===== config.mk =====
export PLATFORM = sky130hd
export DESIGN_NAME = serial_addsub_flat
export DESIGN_NICKNAME = d
export VERILOG_FILES = /design/src/rtl/alu_pkg.sv /design/src/rtl/serial_addsub_if.sv /design/src/rtl/serial_addsub_digit.sv /design/src/rtl/serial_addsub.sv /design/src/flat_wrapper.sv
export SDC_FILE = /design/constraint.sdc
export NUM_CORES = 1
export LEC_CHECK = 0
export BUFFER_PORTS_ARGS = -buffer_cell sky130_fd_sc_hd__clkbuf_2
export CAP_MARGIN = 20
export CORE_MARGIN = 2
export CORE_UTILIZATION = 45
export CTS_CLUSTER_SIZE = 8
export DETAILED_ROUTE_END_ITERATION = 8
export PLACE_DENSITY = 0.72
export REMOVE_ABC_BUFFERS = 1
export SYNTH_ARGS = -nofsm -noshare
export SYNTH_HDL_FRONTEND = slang
export SYNTH_SLANG_ARGS = --single-unit

===== constraint.sdc =====
create_clock -name clk -period 1.9 [get_ports clk]
set_clock_uncertainty 0.2 [all_clocks]
set_input_delay 0.095 -clock clk [delete_from_list [all_inputs] [get_ports clk]]
set_output_delay 0.095 -clock clk [all_outputs]
set_load 0.02 [all_outputs]

===== src/rtl/alu_pkg.sv =====
// Shared ALU types for the serial add/sub unit.
//   alu_op_t       : run-time operation select (add / subtract).
//   addsub_state_t : control FSM states.
//   FLAG_*         : bit positions of the NZCV flags in the packed flag register.
package alu_pkg;

   typedef enum logic {OP_ADD = 1'b0, OP_SUB = 1'b1} alu_op_t;

   typedef enum logic {S_IDLE, S_RUN} addsub_state_t;

   localparam int NUM_FLAGS = 4;
   localparam int FLAG_N    = 3;
   localparam int FLAG_Z    = 2;
   localparam int FLAG_C    = 1;
   localparam int FLAG_V    = 0;

endpackage


===== src/rtl/serial_addsub_if.sv =====
// Request/response bundle for serial_addsub.
//   Request  (master -> slave): start, op, a, b, cin
//   Response (slave -> master): busy, done, r, cout, N, Z, C, V
interface serial_addsub_if import alu_pkg::*; #(
   parameter int WIDTH = 8
);
   logic             start;
   alu_op_t          op;
   logic [WIDTH-1:0] a;
   logic [WIDTH-1:0] b;
   logic             cin;
   logic             busy;
   logic             done;
   logic [WIDTH-1:0] r;
   logic             cout;
   logic             N;
   logic             Z;
   logic             C;
   logic             V;

   modport master (output start, op, a, b, cin,
                   input  busy, done, r, cout, N, Z, C, V);

   modport slave  (input  start, op, a, b, cin,
                   output busy, done, r, cout, N, Z, C, V);
endinterface


===== src/rtl/serial_addsub_digit.sv =====
// addsub_digit: combinational DIGIT-bit ripple of add/subtract cells.
//   x, y  : DIGIT-bit operand slices
//   c_in  : carry-in (add) or borrow-in (sub)
//   op    : OP_ADD / OP_SUB
//   s     : DIGIT-bit sum/difference slice
//   c_out : carry-out (add) or borrow-out (sub)
// Subtraction reuses the adder cell: a - b - borrow == a + ~b + ~borrow, so the
// chain runs in the carry domain with y and the borrow ends inverted.
module addsub_digit import alu_pkg::*; #(
   parameter int DIGIT = 1
) (
   input  logic [DIGIT-1:0] x,
   input  logic [DIGIT-1:0] y,
   input  logic             c_in,
   input  alu_op_t          op,
   output logic [DIGIT-1:0] s,
   output logic             c_out
);
   logic             inv;
   logic [DIGIT:0]   cy;

   assign inv   = (op == OP_SUB);
   assign cy[0] = c_in ^ inv;

   for (genvar i = 0; i < DIGIT; i++) begin : g_cell
      logic yi;
      assign yi      = y[i] ^ inv;
      assign s[i]    = x[i] ^ yi ^ cy[i];
      assign cy[i+1] = (x[i] & yi) | (x[i] & cy[i]) | (yi & cy[i]);
   end

   assign c_out = cy[DIGIT] ^ inv;
endmodule


===== src/rtl/serial_addsub.sv =====
// serial_addsub: multi-cycle add/subtract, DIGIT bits per clock, LSB first.
//   clk, rst : clock (rising edge), asynchronous active-high reset
//   bus      : request (start, op, a, b, cin) / response (busy, done, r, cout,
//              N, Z, C, V); r, cout and flags are registered and only change
//              at reset or on the edge that raises done.
module serial_addsub import alu_pkg::*; #(
   parameter int WIDTH = 8,
   parameter int DIGIT = 1
) (
   input  logic            clk,
   input  logic            rst,
   serial_addsub_if.slave  bus
);
   localparam int STEPS = WIDTH / DIGIT;
   localparam int CNT_W = (STEPS > 1) ? $clog2(STEPS) : 1;

   if (WIDTH < 2 || (WIDTH % DIGIT) != 0) begin : g_bad_param
      $error("serial_addsub: WIDTH must be >= 2 and a multiple of DIGIT");
   end

   addsub_state_t          state_q, state_d;
   logic [CNT_W-1:0]       cnt_q, cnt_d;
   logic [WIDTH-1:0]       a_sh_q, a_sh_d, b_sh_q, b_sh_d, res_sh_q, res_sh_d;
   alu_op_t                op_q, op_d;
   logic                   cy_q, cy_d;
   logic                   a_msb_q, a_msb_d, b_msb_q, b_msb_d;
   logic [WIDTH-1:0]       r_q, r_d;
   logic                   cout_q, cout_d;
   logic [NUM_FLAGS-1:0]   flags_q, flags_d;
   logic                   done_q, done_d;

   logic [DIGIT-1:0]       dig_s;
   logic                   dig_c;
   logic [WIDTH+DIGIT-1:0] res_cat;
   logic [WIDTH-1:0]       res_next;
   logic                   r_msb;

   addsub_digit #(.DIGIT(DIGIT)) u_digit (
      .x     (a_sh_q[DIGIT-1:0]),
      .y     (b_sh_q[DIGIT-1:0]),
      .c_in  (cy_q),
      .op    (op_q),
      .s     (dig_s),
      .c_out (dig_c)
   );

   // New result digits enter at the top; after STEPS shifts the LSB digit
   // has reached bit 0. Concatenation keeps this valid when DIGIT == WIDTH.
   assign res_cat  = {dig_s, res_sh_q};
   assign res_next = res_cat[WIDTH+DIGIT-1:DIGIT];
   assign r_msb    = res_next[WIDTH-1];

   always_comb begin
      state_d  = state_q;
      cnt_d    = cnt_q;
      a_sh_d   = a_sh_q;
      b_sh_d   = b_sh_q;
      res_sh_d = res_sh_q;
      op_d     = op_q;
      cy_d     = cy_q;
      a_msb_d  = a_msb_q;
      b_msb_d  = b_msb_q;
      r_d      = r_q;
      cout_d   = cout_q;
      flags_d  = flags_q;
      done_d   = 1'b0;
      case (state_q)
         S_IDLE: begin
            if (bus.start) begin
               a_sh_d   = bus.a;
               b_sh_d   = bus.b;
               op_d     = bus.op;
               cy_d     = bus.cin;
               a_msb_d  = bus.a[WIDTH-1];
               b_msb_d  = bus.b[WIDTH-1];
               res_sh_d = '0;
               cnt_d    = '0;
               state_d  = S_RUN;
            end
         end
         S_RUN: begin
            a_sh_d   = a_sh_q >> DIGIT;
            b_sh_d   = b_sh_q >> DIGIT;
            res_sh_d = res_next;
            cy_d     = dig_c;
            cnt_d    = cnt_q + CNT_W'(1);
            if (cnt_q == CNT_W'(STEPS - 1)) begin
               state_d         = S_IDLE;
               cnt_d           = '0;
               done_d          = 1'b1;
               r_d             = res_next;
               cout_d          = dig_c;
               flags_d[FLAG_N] = r_msb;
               flags_d[FLAG_Z] = (res_next == '0);
               flags_d[FLAG_C] = dig_c;
               // Overflow from captured operand signs, not live inputs.
               if (op_q == OP_SUB)
                  flags_d[FLAG_V] = (a_msb_q != b_msb_q) && (r_msb != a_msb_q);
               else
                  flags_d[FLAG_V] = (a_msb_q == b_msb_q) && (r_msb != a_msb_q);
            end
         end
         default: state_d = S_IDLE;
      endcase
   end

   always_ff @(posedge clk or posedge rst) begin
      if (rst) begin
         state_q  <= S_IDLE;
         cnt_q    <= '0;
         a_sh_q   <= '0;
         b_sh_q   <= '0;
         res_sh_q <= '0;
         op_q     <= OP_ADD;
         cy_q     <= 1'b0;
         a_msb_q  <= 1'b0;
         b_msb_q  <= 1'b0;
         r_q      <= '0;
         cout_q   <= 1'b0;
         flags_q  <= '0;
         done_q   <= 1'b0;
      end else begin
         state_q  <= state_d;
         cnt_q    <= cnt_d;
         a_sh_q   <= a_sh_d;
         b_sh_q   <= b_sh_d;
         res_sh_q <= res_sh_d;
         op_q     <= op_d;
         cy_q     <= cy_d;
         a_msb_q  <= a_msb_d;
         b_msb_q  <= b_msb_d;
         r_q      <= r_d;
         cout_q   <= cout_d;
         flags_q  <= flags_d;
         done_q   <= done_d;
      end
   end

   assign bus.busy = (state_q == S_RUN);
   assign bus.done = done_q;
   assign bus.r    = r_q;
   assign bus.cout = cout_q;
   assign bus.N    = flags_q[FLAG_N];
   assign bus.Z    = flags_q[FLAG_Z];
   assign bus.C    = flags_q[FLAG_C];
   assign bus.V    = flags_q[FLAG_V];
endmodule

===== src/flat_wrapper.sv =====
// flat-port wrapper written by rule: the top's interface ports become plain ports
module serial_addsub_flat import alu_pkg::*;
#(
   parameter int WIDTH = 8,
   parameter int DIGIT = 1
)
  (clk, rst, bus_start, bus_op, bus_a, bus_b, bus_cin, bus_busy, bus_done, bus_r, bus_cout, bus_N, bus_Z, bus_C, bus_V);
  serial_addsub_if #(.WIDTH(WIDTH)) bus_i ();
  input  logic clk;
  input  logic rst;
  input wire logic [$bits(bus_i.start)-1:0] bus_start;
  input wire logic [$bits(bus_i.op)-1:0] bus_op;
  input wire logic [$bits(bus_i.a)-1:0] bus_a;
  input wire logic [$bits(bus_i.b)-1:0] bus_b;
  input wire logic [$bits(bus_i.cin)-1:0] bus_cin;
  output wire logic [$bits(bus_i.busy)-1:0] bus_busy;
  output wire logic [$bits(bus_i.done)-1:0] bus_done;
  output wire logic [$bits(bus_i.r)-1:0] bus_r;
  output wire logic [$bits(bus_i.cout)-1:0] bus_cout;
  output wire logic [$bits(bus_i.N)-1:0] bus_N;
  output wire logic [$bits(bus_i.Z)-1:0] bus_Z;
  output wire logic [$bits(bus_i.C)-1:0] bus_C;
  output wire logic [$bits(bus_i.V)-1:0] bus_V;
  assign bus_i.start = bus_start;
  assign bus_i.op = bus_op;
  assign bus_i.a = bus_a;
  assign bus_i.b = bus_b;
  assign bus_i.cin = bus_cin;
  assign bus_busy = bus_i.busy;
  assign bus_done = bus_i.done;
  assign bus_r = bus_i.r;
  assign bus_cout = bus_i.cout;
  assign bus_N = bus_i.N;
  assign bus_Z = bus_i.Z;
  assign bus_C = bus_i.C;
  assign bus_V = bus_i.V;
  serial_addsub #(.WIDTH(WIDTH), .DIGIT(DIGIT)) u_core (.clk(clk), .rst(rst), .bus(bus_i));
endmodule

==> out/results.tsv, run 1 <==
stage	metric	value	unit
global_routing	first-pass GRT wire length	5.947	mm
logic_synthesis	Synth top area share	0.5772	
floorplan	Die Area	4674	um2
sta	worst slew pin tran	0.5281	ns
layout	Finished Core Util	0.6028	
sta	Max Fclk	517.9	MHz
status	status	finished, violations left	
sta	Tmin final	1.931	ns
logic_synthesis	Main synth FF type	dfrtp_1	
critical_path	Crit path largest cell delay	0.52	ns
placed_design	Port Buffers	35	
clocking	TritonCTS clock tree	done	
critical_path	Req. time, crit path	1.90	ns
sta	PnR worst setup slack	-0.03091	ns
sta	setup violators final	1	
global_routing	total gr overflow	0	
layout	design area	2411	um2
clocking	CTS H-tree lvls	2	
critical_path	Setup Crit Path Kind	flop to flop	
critical_path	R2R depth	4	
logic_synthesis	ys async rst share	1.000	
run	max cap viols	0	
logic_synthesis	post-synth design cell area	1864	um2
logic_synthesis	Post-synth EDFFs	0	
detailed_routing	Routed wire per std cell	13.24	um
logic_synthesis	post-synthesis cell count	155	
detailed_routing	Pre-antenna DRT Iters	4	
clocking	total CTS buffers	5	
placed_design	Area after DPL	2069	um2
detailed_routing	Via density	5.060	
sta	Tcrit/Tclk final	1.016	
logic_synthesis	Area contributors post-synth	dfrtp_1 (58%), mux2i_1 (9.1%), mux2_2 (7.2%), o21ai_0 (5.6%), nand2_1 (4.2%)	
critical_path	WP data arrival	1.93	ns
power_and_ir_drop	total power	3.710	mW
layout	Filler Cells Inserted	330	
clocking	clock buffer depth	2	
layout	storage element area	1077	um2
critical_path	crit path buf inv count	0	
min_path	Worst Hold Class	input pin to async pin	
floorplan	die height	68.37	um
sta	Final Max Tran Viols	0	
detailed_routing	vias	1341	
floorplan	row count	23	
layout	area of the multi-input gates	735.7	um2
logic_synthesis	sequential cell area fraction in the yosys report	0.5772	
logic_synthesis	Syn Area/Cell	12.03	um2
global_routing	antenna violations before repair	0	
status	failing checks	negative setup slack	
critical_path	CP top delay family	adder cells	
critical_path	CP Launch Type	flop	
clocking	Clock transition at path regs	0.09	ns
layout	Area Growth Syn to Fin	29.33	%
logic_synthesis	commonest cells in the netlist	dfrtp_1 (43), nand2_1 (21), o21ai_0 (21)	
logic_synthesis	Netlist cell types	22	
detailed_routing	DRC	0	
logic_synthesis	synth warn	0	
clocking	clk root buf	clkbuf_8	
clocking	Clock Latency Late Sink	0.30	ns
critical_path	crit end category	flop	
global_routing	all-layer global routing usage	0.1752	
sta	max_slew headroom	0.6479	
global_routing	vias in the first global route	1405	
critical_path	r2r setup slk	-0.03	ns
detailed_routing	initial drt markers	91	
floorplan	Initial Utilization	0.4661	
power_and_ir_drop	Leakage	1.180	nW
critical_path	CP max stage cell	fa_2	
power_and_ir_drop	maximum VDD drop	855.9	uV
floorplan	Die X-Extent	68.37	um
placed_design	HPWL Detailed	2.332	mm
critical_path	CP Depth	4	
clocking	clk sinks	43	
critical_path	Critical Path Fanout Max	5	
detailed_routing	final WL	3.509	mm
sta	Hold Violations, Final	0	
floorplan	IO Pins	36	
power_and_ir_drop	power per cell area	1539	nW/um2
layout	ant diodes	0	
logic_synthesis	dominant cell type by area after synthesis	dfrtp_1	
logic_synthesis	top-count cell post-synth	dfrtp_1	
layout	Layout Nets	238	
layout	share of layout cells above drive strength 1	0.3256	
detailed_routing	antenna-violating nets left	0	
global_routing	pin count of the biggest net entering global routing	44	
logic_synthesis	#FFs+latches synth	43	
critical_path	CP Cell Sequence	xor2_2 -> fa_2 -> nor3b_2 -> a221o_1	
sta	RSZ-0062 raised after global routing	true	
placed_design	Routability Congestion	0.7734	
floorplan	core region area	4000	um2
[final timing paths]
check                            startpoint           endpoint
hold / removal                          rst   u_core.a_sh_q[3]
min in group clk           u_core.b_sh_q[6]   u_core.b_sh_q[5]
setup / recovery                u_core.op_q  u_core.flags_q[0]
hold reg to reg            u_core.b_sh_q[6]   u_core.b_sh_q[5]
setup reg to reg                u_core.op_q  u_core.flags_q[0]
max in group asynchronous               rst        u_core.op_q
[routing by layer]
layer	track usage	part of all wire	up-vias
met2	0.3167	0.52	36
met1	0.1966	0.42	653
met4	0.05250	0.011	0
met3	0.05428	0.047	4
li1	-	-	648
met5	0	0	-
[flip-flops by register name, indices dropped and copies added, names as in the netlist, 3 cells and up]
| signal | flops |
|---|---|
| u_core.a_sh_q | 8 |
| u_core.cnt_q | 3 |
| u_core.b_sh_q | 8 |
| u_core.bus.r | 7 |
| u_core.res_sh_q | 7 |
| u_core.flags_q | 4 |
[worst reg2reg max path: cells and delay by family (launching register included)]
kind	cells	cell delay [ns]
adders and majority gates	1	0.52
DFF	1	0.45
AOI/OAI and AO/OA	1	0.32
and+or+nand+nor	1	0.18
xor gates and xnor gates	1	0.17
[metrics by stage]
stage          hold WS [ns]  setup TNS (ns)  std cells  setup WS [ns]
2_1_floorplan      0.002275          -2.229        144        -0.2721
3_3_place_gp        0.02515       -0.001244        234      -0.001244
3_5_place_dp        0.04287        -0.09607        234       -0.05452
4_1_cts              0.2656        -0.02963        264       -0.01555
5_1_grt              0.3143         -0.1180        265        -0.1035
6_report             0.2469        -0.03091        265       -0.03091
[where the power goes]
part           internal (mW)  total [mW]  switching (mW)
registers               1.31        1.60           0.288
logic                  0.766        1.54           0.771
clock network          0.256       0.573           0.317
total                   2.33        3.71            1.38
[layout make-up]
| type | instances | share of cell area |
|---|---|---|
| multi-input combinational | 98 | 0.3051 |
| sequential | 43 | 0.4468 |
| clock buffer | 5 | 0.02854 |
| timing repair buffer | 63 | 0.1806 |
| tap | 50 | 0.02595 |
| clock inverter | 3 | 0.008303 |
| inverter | 3 | 0.004670 |
[cell families after synthesis]
| kind of cell | after synthesis | share of synthesized area |
|---|---|---|
| DFF | 43 | 0.5772 |
| and+or+nand+nor | 34 | 0.08255 |
| muxes | 29 | 0.1638 |
| AOI/OAI and AO/OA | 28 | 0.08993 |
| buffers and inverters | 14 | 0.04362 |
| xor gates and xnor gates | 4 | 0.01880 |
| adders and majority gates | 3 | 0.02416 |
[cell usage in the layout (no fill, tap or decap)]
master,n
nand2_2,1
dfrtp_1,42
buf_4,8
nand2_1,21
ha_1,2
fa_2,1
mux2_2,12
a22o_1,6
nor4b_1,1
nand2b_1,4
o21ai_1,1
o21ai_0,20
dlygate4sd3_1,20
clkbuf_2,35
clkbuf_8,5
a221o_1,1
nor4_1,1
xor2_2,2
xnor2_1,1
dfrtp_2,1
xor2_1,1
mux2i_1,17
nor2_1,4
nor3b_2,1
nor4_2,1
inv_1,3
clkinvlp_4,2
clkinv_2,1
[what timing repair did]
item	in CTS	in global routing
hold buffers	20	0
buffers inserted	2	1
gates resized for setup	0	7
hold endpoints to repair	66	0
pin swaps	0	3
setup endpoints to repair	2	2
Power figures use the tool's default switching activity.
==> run 2, diff against run 1 <==
--- a/config.mk
+++ b/config.mk
@@ -11,8 +11,10 @@
 export CORE_UTILIZATION = 45
 export CTS_CLUSTER_SIZE = 8
 export DETAILED_ROUTE_END_ITERATION = 8
-export PLACE_DENSITY = 0.72
+export PLACE_DENSITY = 0.71
 export REMOVE_ABC_BUFFERS = 1
+export SLEW_MARGIN = 20
 export SYNTH_ARGS = -nofsm -noshare
 export SYNTH_HDL_FRONTEND = slang
+export SYNTH_HIERARCHICAL = 1
 export SYNTH_SLANG_ARGS = --single-unit
==> run 2 against run 1 <==
Effect of this change:
- the run still ends with negative setup slack left
- non-clock buffer count down 4
- die area up 3.2%
- synthesized cell count up 9.0%
- fmax up 0.58%
- critical path depth up 1
- sequential power about the same
- flip-flop and latch count unchanged
- utilization down 0.82 points
- clock power up 9.2%
- setup slack better by 0.011 ns
- design area about the same
==> out/results.tsv, run 2 <==
stage	metric	value	unit	change
status	status	finished, violations left		
status	failing checks	negative setup slack		
sta	setup violators final	1		unchanged
placed_design	HPWL Detailed	2.180	mm	-6.5%
min_path	Worst Hold Class	input pin to flop		
layout	design area	2412	um2	about the same
floorplan	Initial Utilization	0.4752		+0.009115
global_routing	first-pass GRT wire length	5.975	mm	+0.47%
power_and_ir_drop	power per cell area	1509	nW/um2	-2.0%
logic_synthesis	sequential cell area fraction in the yosys report	0.5581		-0.01910
layout	storage element area	1076	um2	-0.12%
clocking	clock buffer depth	2		unchanged
detailed_routing	Pre-antenna DRT Iters	4		unchanged
logic_synthesis	Post-synth EDFFs	0		unchanged
global_routing	vias in the first global route	1348		-4.1%
logic_synthesis	post-synthesis cell count	169		+9.0%
floorplan	Die X-Extent	69.46	um	+1.6%
critical_path	Reg-to-Reg End	u_core/flags_q[0]		
critical_path	r2r setup slk	-0.02	ns	about the same
logic_synthesis	top-count cell post-synth	dfrtp_1		
logic_synthesis	Area contributors post-synth	dfrtp_1 (56%), mux2i_1 (8.8%), mux2_2 (7.0%), o21ai_0 (6.7%), nand2_1 (5.1%)		
sta	max_slew headroom	0.6393		-0.008624
sta	PnR worst setup slack	-0.01970	ns	+0.01121 ns
clocking	clk sinks	43		unchanged
sta	Final Max Tran Viols	0		unchanged
critical_path	crit end category	flop		
global_routing	all-layer global routing usage	0.1525		-0.02270
clocking	CTS H-tree lvls	2		unchanged
detailed_routing	Routed wire per std cell	11.83	um	-11%
placed_design	Area after DPL	2115	um2	+2.2%
logic_synthesis	dominant cell type by area after synthesis	dfrtp_1		
sta	RSZ-0062 raised after global routing	true		
critical_path	crit path capture	u_core/flags_q[0]		
floorplan	die height	69.46	um	+1.6%
sta	hold_ws	0.07712	ns	-0.1698 ns
logic_synthesis	Syn Area/Cell	11.41	um2	-5.1%
layout	ant diodes	0		unchanged
detailed_routing	vias	1354		+0.97%
critical_path	CP Launch Type	flop		
critical_path	Critical R2R Launch	u_core/op_q		
global_routing	antenna violations before repair	0		unchanged
logic_synthesis	ys async rst share	1.000		unchanged
detailed_routing	initial drt markers	119		+31%
sta	Max Fclk	520.9	MHz	+0.58%
layout	area of the multi-input gates	748.2	um2	+1.7%
critical_path	crit path from	u_core/op_q		
detailed_routing	WL met3	188	um	+13%
detailed_routing	final WL	3.241	mm	-7.6%
floorplan	IO Pins	36		unchanged
run	max cap viols	0		unchanged
clocking	Clock Latency Late Sink	0.29	ns	about the same
layout	Layout Nets	247		+3.8%
floorplan	Die Area	4824	um2	+3.2%
sta	Tcrit/Tclk final	1.010		-0.005900
clocking	TritonCTS clock tree	done		
power_and_ir_drop	maximum VDD drop	644.9	uV	-25%
logic_synthesis	Netlist cell types	20		-9.1%
critical_path	R2R depth	5		+1
clocking	Clock transition at path regs	0.08	ns	about the same
sta	Tmin final	1.920	ns	-0.01121 ns
logic_synthesis	synth warn	6		+6
clocking	post-CTS setup buffers	0		-2
floorplan	row count	23		unchanged
placed_design	Port Buffers	35		unchanged
logic_synthesis	Main synth FF type	dfrtp_1		
power_and_ir_drop	total power	3.640	mW	-1.9%
critical_path	Critical Path Fanout Max	5		unchanged
logic_synthesis	Synth top area share	0.5581		-0.01910
logic_synthesis	post-synth design cell area	1928	um2	+3.4%
detailed_routing	highest routed layer	met4		
sta	Hold Violations, Final	0		unchanged
detailed_routing	DRC	0		unchanged
layout	Finished Core Util	0.5945		-0.008242
power_and_ir_drop	Leakage	1.183	nW	+0.20%
detailed_routing	met2 routed WL	1.509	mm	-17%
critical_path	Req. time, crit path	1.88	ns	-0.02 ns
layout	most common cell after layout, fill and taps aside	dfrtp_1		
detailed_routing	Via density	4.942		-2.3%
global_routing	pin count of the biggest net entering global routing	44		unchanged
critical_path	WP data arrival	1.90	ns	-0.03 ns
critical_path	Setup Crit Path Kind	flop to flop		
layout	commonest cells after routing, fill and taps aside	dfrtp_1 (43), clkbuf_2 (35), nand2_1 (26), o21ai_0 (26), dlygate4sd3_1 (19)		
floorplan	core region area	4058	um2	+1.4%
logic_synthesis	#FFs+latches synth	43		unchanged
placed_design	Routability Congestion	0.7152		-7.5%
logic_synthesis	commonest cells in the netlist	dfrtp_1 (43), nand2_1 (26), o21ai_0 (26)		
layout	share of layout cells above drive strength 1	0.2768		-0.04880
global_routing	total gr overflow	0		unchanged
clocking	clk root buf	clkbuf_8		
sta	worst slew pin tran	0.5410	ns	+0.01294 ns
detailed_routing	antenna-violating nets left	0		unchanged
detailed_routing	DRT met1 WL	1.510	mm	+1.4%
clocking	total CTS buffers	5		unchanged
layout	Area Growth Syn to Fin	25.11	%	
layout	Filler Cells Inserted	344		+4.2%
==> run 2: worst min path at each step <==
stage / start / to / slack, ns / cells past startpoint
3_5_place_dp: rst / u_core/a_sh_q[4] / 0.04 / 3
5_1_grt: bus_start / u_core/res_sh_q[7] / 0.12 / 2
6_report: bus_start / u_core/bus.busy / 0.08 / 3
2_1_floorplan: bus_start / u_core/cnt_q[1] / 0.002 / 1
4_1_cts: bus_start / u_core/bus.busy / 0.07 / 3
3_3_place_gp: rst / u_core/a_sh_q[4] / 0.04 / 3
==> run 2: metal layers <==
metal / GRT usage / up-vias
met2: 0.2650 / 36
met3: 0.05959 / 4
met1: 0.1785 / 644
li1: - / 670
met4: 0.03268 / 0
met5: 0 / -
==> run 2: metrics by stage <==
step | setup TNS [ns] | worst slack (ns) | instances
global route | -0.1228 | -0.07173 | 274
floorplan | -1.511 | -0.1905 | 157
finish | -0.01970 | -0.01970 | 274
global placement | 0 | 0.01384 | 247
detailed placement | -0.05672 | -0.03598 | 247
CTS | -0.03432 | -0.03432 | 274
==> run 2: repair_timing <==
item / in CTS / in global routing
setup endpoints to repair: 2 / 2
resized for setup: 2 / 0
hold buffers: 19 / 0
pin swaps: 2 / 0
hold endpoints to repair: 63 / 0
==> run 2: report_power, final <==
part           switching [mW]  internal, mW
sequential              0.268          1.32
combinational           0.772         0.656
clock                   0.294         0.332
==> run 2: area by class of cell <==
cell class,instances,area share
clock buffer,8,0.04149
multi-input combinational,108,0.3102
sequential,43,0.4461
timing repair buffer,59,0.1670
inverter,6,0.009336
tap,50,0.02593
==> run 2: cells by family (layout without fill, tap and decap cells) <==
kind of cell    after synthesis  in the layout  synth area share
compound gates               28             28           0.07722
mux                          29             29            0.1583
xor+xnor                      4              4           0.01817
flops                        43             43            0.5581
fa+ha+maj                     3              3           0.02336
buf+inv                      18             73           0.05775
simple gates                 44             44            0.1071
==> run 2: critical path: stages, from the launching register on <==
cell and delay [ns]:
dfrtp_1 0.43, xnor2_2 0.16, fa_1 0.52, inv_2 0.06, nor3b_1 0.13, a221o_1 0.32
==> run 3, diff against run 2 <==
--- a/config.mk
+++ b/config.mk
@@ -8,11 +8,12 @@
 export BUFFER_PORTS_ARGS = -buffer_cell sky130_fd_sc_hd__clkbuf_2
 export CAP_MARGIN = 20
 export CORE_MARGIN = 2
-export CORE_UTILIZATION = 45
+export CORE_UTILIZATION = 49
 export CTS_CLUSTER_SIZE = 8
 export DETAILED_ROUTE_END_ITERATION = 8
-export PLACE_DENSITY = 0.71
+export PLACE_DENSITY = 0.77
 export REMOVE_ABC_BUFFERS = 1
+export SETUP_SLACK_MARGIN = 0.1
 export SLEW_MARGIN = 20
 export SYNTH_ARGS = -nofsm -noshare
 export SYNTH_HDL_FRONTEND = slang
==> run 3 against run 2 <==
Effect of this change:
- the run now ends clean
- cell count stayed put
- routed wire length is 5.5% higher
- fmax is 1.1% higher
- register-to-register slack better by 0.02 ns
- utilization is 6.2 points higher
- first-iteration DRC count is 28% lower
- non-clock buffer count is 2 higher
- global-route usage is 3.5 points higher
- setup slack better by 0.022 ns
- die area is 7.7% lower
- combinational power hardly changed
- total power is 0.17% higher
- critical path type unchanged
==> out/results.tsv, run 3 (synthesis results as in run 2) <==
stage	metric	value	unit	change
power_and_ir_drop	Int Power	2.308	mW	+0.14%
power_and_ir_drop	maximum VDD drop	673.3	uV	+4.4%
sta	Max Fclk	526.9	MHz	+1.1%
detailed_routing	antenna-violating nets left	0		unchanged
critical_path	Setup Crit Path Kind	flop to flop		
placed_design	HPWL Detailed	2.328	mm	+6.8%
sta	Tmin final	1.898	ns	-0.02177 ns
critical_path	Critical Path Fanout Max	5		unchanged
sta	worst slew pin tran	0.6542	ns	+0.1132 ns
global_routing	first-pass GRT wire length	6.141	mm	+2.8%
floorplan	Die Area	4453	um2	-7.7%
sta	max_slew headroom	0.5612		-0.07815
critical_path	CP Launch Type	flop		
critical_path	CP top delay family	adder cells		
min_path	Worst Hold Class	input pin to async pin		
floorplan	Initial Utilization	0.5189		+0.04368
clocking	Clock Latency Late Sink	0.29	ns	about the same
layout	Layout Nets	249		+0.81%
placed_design	Routability Congestion	0.7247		+1.3%
sta	setup violators final	0		-1
clocking	post-CTS setup buffers	0		unchanged
floorplan	Die X-Extent	66.73	um	-3.9%
power_and_ir_drop	Comb power frac	0.394		+0.002
sta	hold_ws	0.1515	ns	+0.07434 ns
global_routing	pin count of the biggest net entering global routing	28		-36%
clocking	Clock transition at path regs	0.08	ns	about the same
critical_path	crit path buf inv count	1		unchanged
sta	Final Max Tran Viols	0		unchanged
global_routing	total gr overflow	0		unchanged
clocking	TritonCTS clock tree	done		
sta	Tcrit/Tclk final	0.9989		-0.01146
power_and_ir_drop	Leakage	1.193	nW	+0.83%
critical_path	Req. time, crit path	1.88	ns	about the same
floorplan	die height	66.73	um	-3.9%
detailed_routing	initial drt markers	86		-28%
sta	RSZ-0062 raised after global routing	true		
critical_path	CP Cell Sequence	xnor2_2 -> fa_1 -> inv_2 -> nor3b_1 -> a221o_1		
placed_design	post-place setup slack	-0.01412	ns	+0.02186 ns
detailed_routing	DRC	0		unchanged
layout	Area Growth Syn to Fin	26.54	%	
critical_path	WP data arrival	1.88	ns	-0.02 ns
clocking	clock buffer depth	2		unchanged
clocking	clk root buf	clkbuf_8		
detailed_routing	vias	1356		+0.15%
critical_path	Crit path largest cell delay	0.51	ns	about the same
floorplan	IO Pins	36		unchanged
floorplan	core region area	3716	um2	-8.4%
placed_design	Port Buffers	35		unchanged
critical_path	crit end category	flop		
global_routing	all-layer global routing usage	0.1877		+0.03524
detailed_routing	Via density	4.949		+0.15%
clocking	total CTS buffers	5		unchanged
sta	Hold Violations, Final	0		unchanged
layout	most common cell after layout, fill and taps aside	dfrtp_1		
detailed_routing	Routed wire per std cell	12.47	um	+5.5%
power_and_ir_drop	power per cell area	1494	nW/um2	-0.96%
layout	commonest cells after routing, fill and taps aside	dfrtp_1 (43), clkbuf_2 (35), nand2_1 (26), o21ai_0 (26), dlygate4sd3_1 (20)		
global_routing	antenna violations before repair	0		unchanged
power_and_ir_drop	total power	3.646	mW	+0.17%
critical_path	CP max stage cell	fa_1		
global_routing	vias in the first global route	1400		+3.9%
sta	PnR worst setup slack	0.002068	ns	+0.02177 ns
status	status	finished, final reports clean		
layout	Finished Core Util	0.6566		+0.06205
detailed_routing	final WL	3.418	mm	+5.5%
detailed_routing	Pre-antenna DRT Iters	4		unchanged
power_and_ir_drop	Switch Pwr	1.338	mW	+0.24%
power_and_ir_drop	clock power share	0.170		-0.002
run	max cap viols	0		unchanged
floorplan	row count	22		-4.3%
power_and_ir_drop	Sw Share	0.3669		about the same
layout	share of layout cells above drive strength 1	0.2788		+0.001975
clocking	CTS H-tree lvls	2		unchanged
clocking	clk sinks	43		unchanged
layout	ant diodes	0		unchanged
power_and_ir_drop	Seq pwr share	0.436		about the same
run 3: final timing paths:
kind / start / endpoint / cells after the start / slack (ns)
min in group clk: u_core/a_sh_q[3] / u_core/a_sh_q[2] / 2 / 0.29
max: u_core/op_q / u_core/flags_q[0] / 5 / 0.002
min reg2reg: u_core/a_sh_q[3] / u_core/a_sh_q[2] / 2 / 0.29
min: rst / u_core/bus.r[1] / 3 / 0.15
max reg2reg: u_core/op_q / u_core/flags_q[0] / 5 / 0.002
max in group asynchronous: rst / u_core/b_sh_q[2] / 4 / 0.85
run 3: per-stage QoR:
stage | TNS, ns | instances | area (um2)
4_1_cts | -0.01291 | 274 | 2440
3_3_place_gp | 0 | 246 | 2132
2_1_floorplan | -1.511 | 157 | 1839
5_1_grt | -0.1201 | 274 | 2440
6_report | 0 | 274 | 2440
3_5_place_dp | -0.02232 | 246 | 2132
run 3: cell type report:
type | instances | area (um2)
well taps | 48 | 60.06
repair buffers | 61 | 432.9
fillers | 293 | 1276
multi-input cells | 108 | 748.2
flip-flops and latches | 43 | 1076
inverters | 6 | 22.52
clock buffers | 8 | 100.1
run 3: power groups by stage:
stage                     logic [mW]  registers (mW)  clock network [mW]
final                           1.44            1.59               0.620
after global routing            1.64            1.65               0.693
after CTS                       1.46            1.59               0.639
after detailed placement        1.40            1.60                   0
after global placement          1.35            1.59                   0
after floorplan                0.766            1.79                   0
run 3: repair_timing:
item / in CTS / in global routing
hold buffers: 20 / 0
gates resized for setup: 2 / 0
endpoints found under the hold margin: 64 / 0
pin swaps: 2 / 0
endpoints found under the setup margin: 2 / 2
run 3: layer usage:
layer,share of wire,track usage,up-vias
li1,-,-,677
met1,0.45,0.2326,639
met2,0.49,0.3150,32
met3,0.040,0.04392,8
met4,0.019,0.07653,0
met5,0,0,-
run 3: worst reg2reg max path: cells and delay by family (launching register included):
| kind | cells | cell delay, ns |
|---|---|---|
| xor gates and xnor gates | 1 | 0.16 |
| AOI/OAI and AO/OA | 1 | 0.31 |
| and+or+nand+nor | 1 | 0.13 |
| buffers and inverters | 1 | 0.05 |
| adders and majority gates | 1 | 0.51 |
| DFF | 1 | 0.43 |
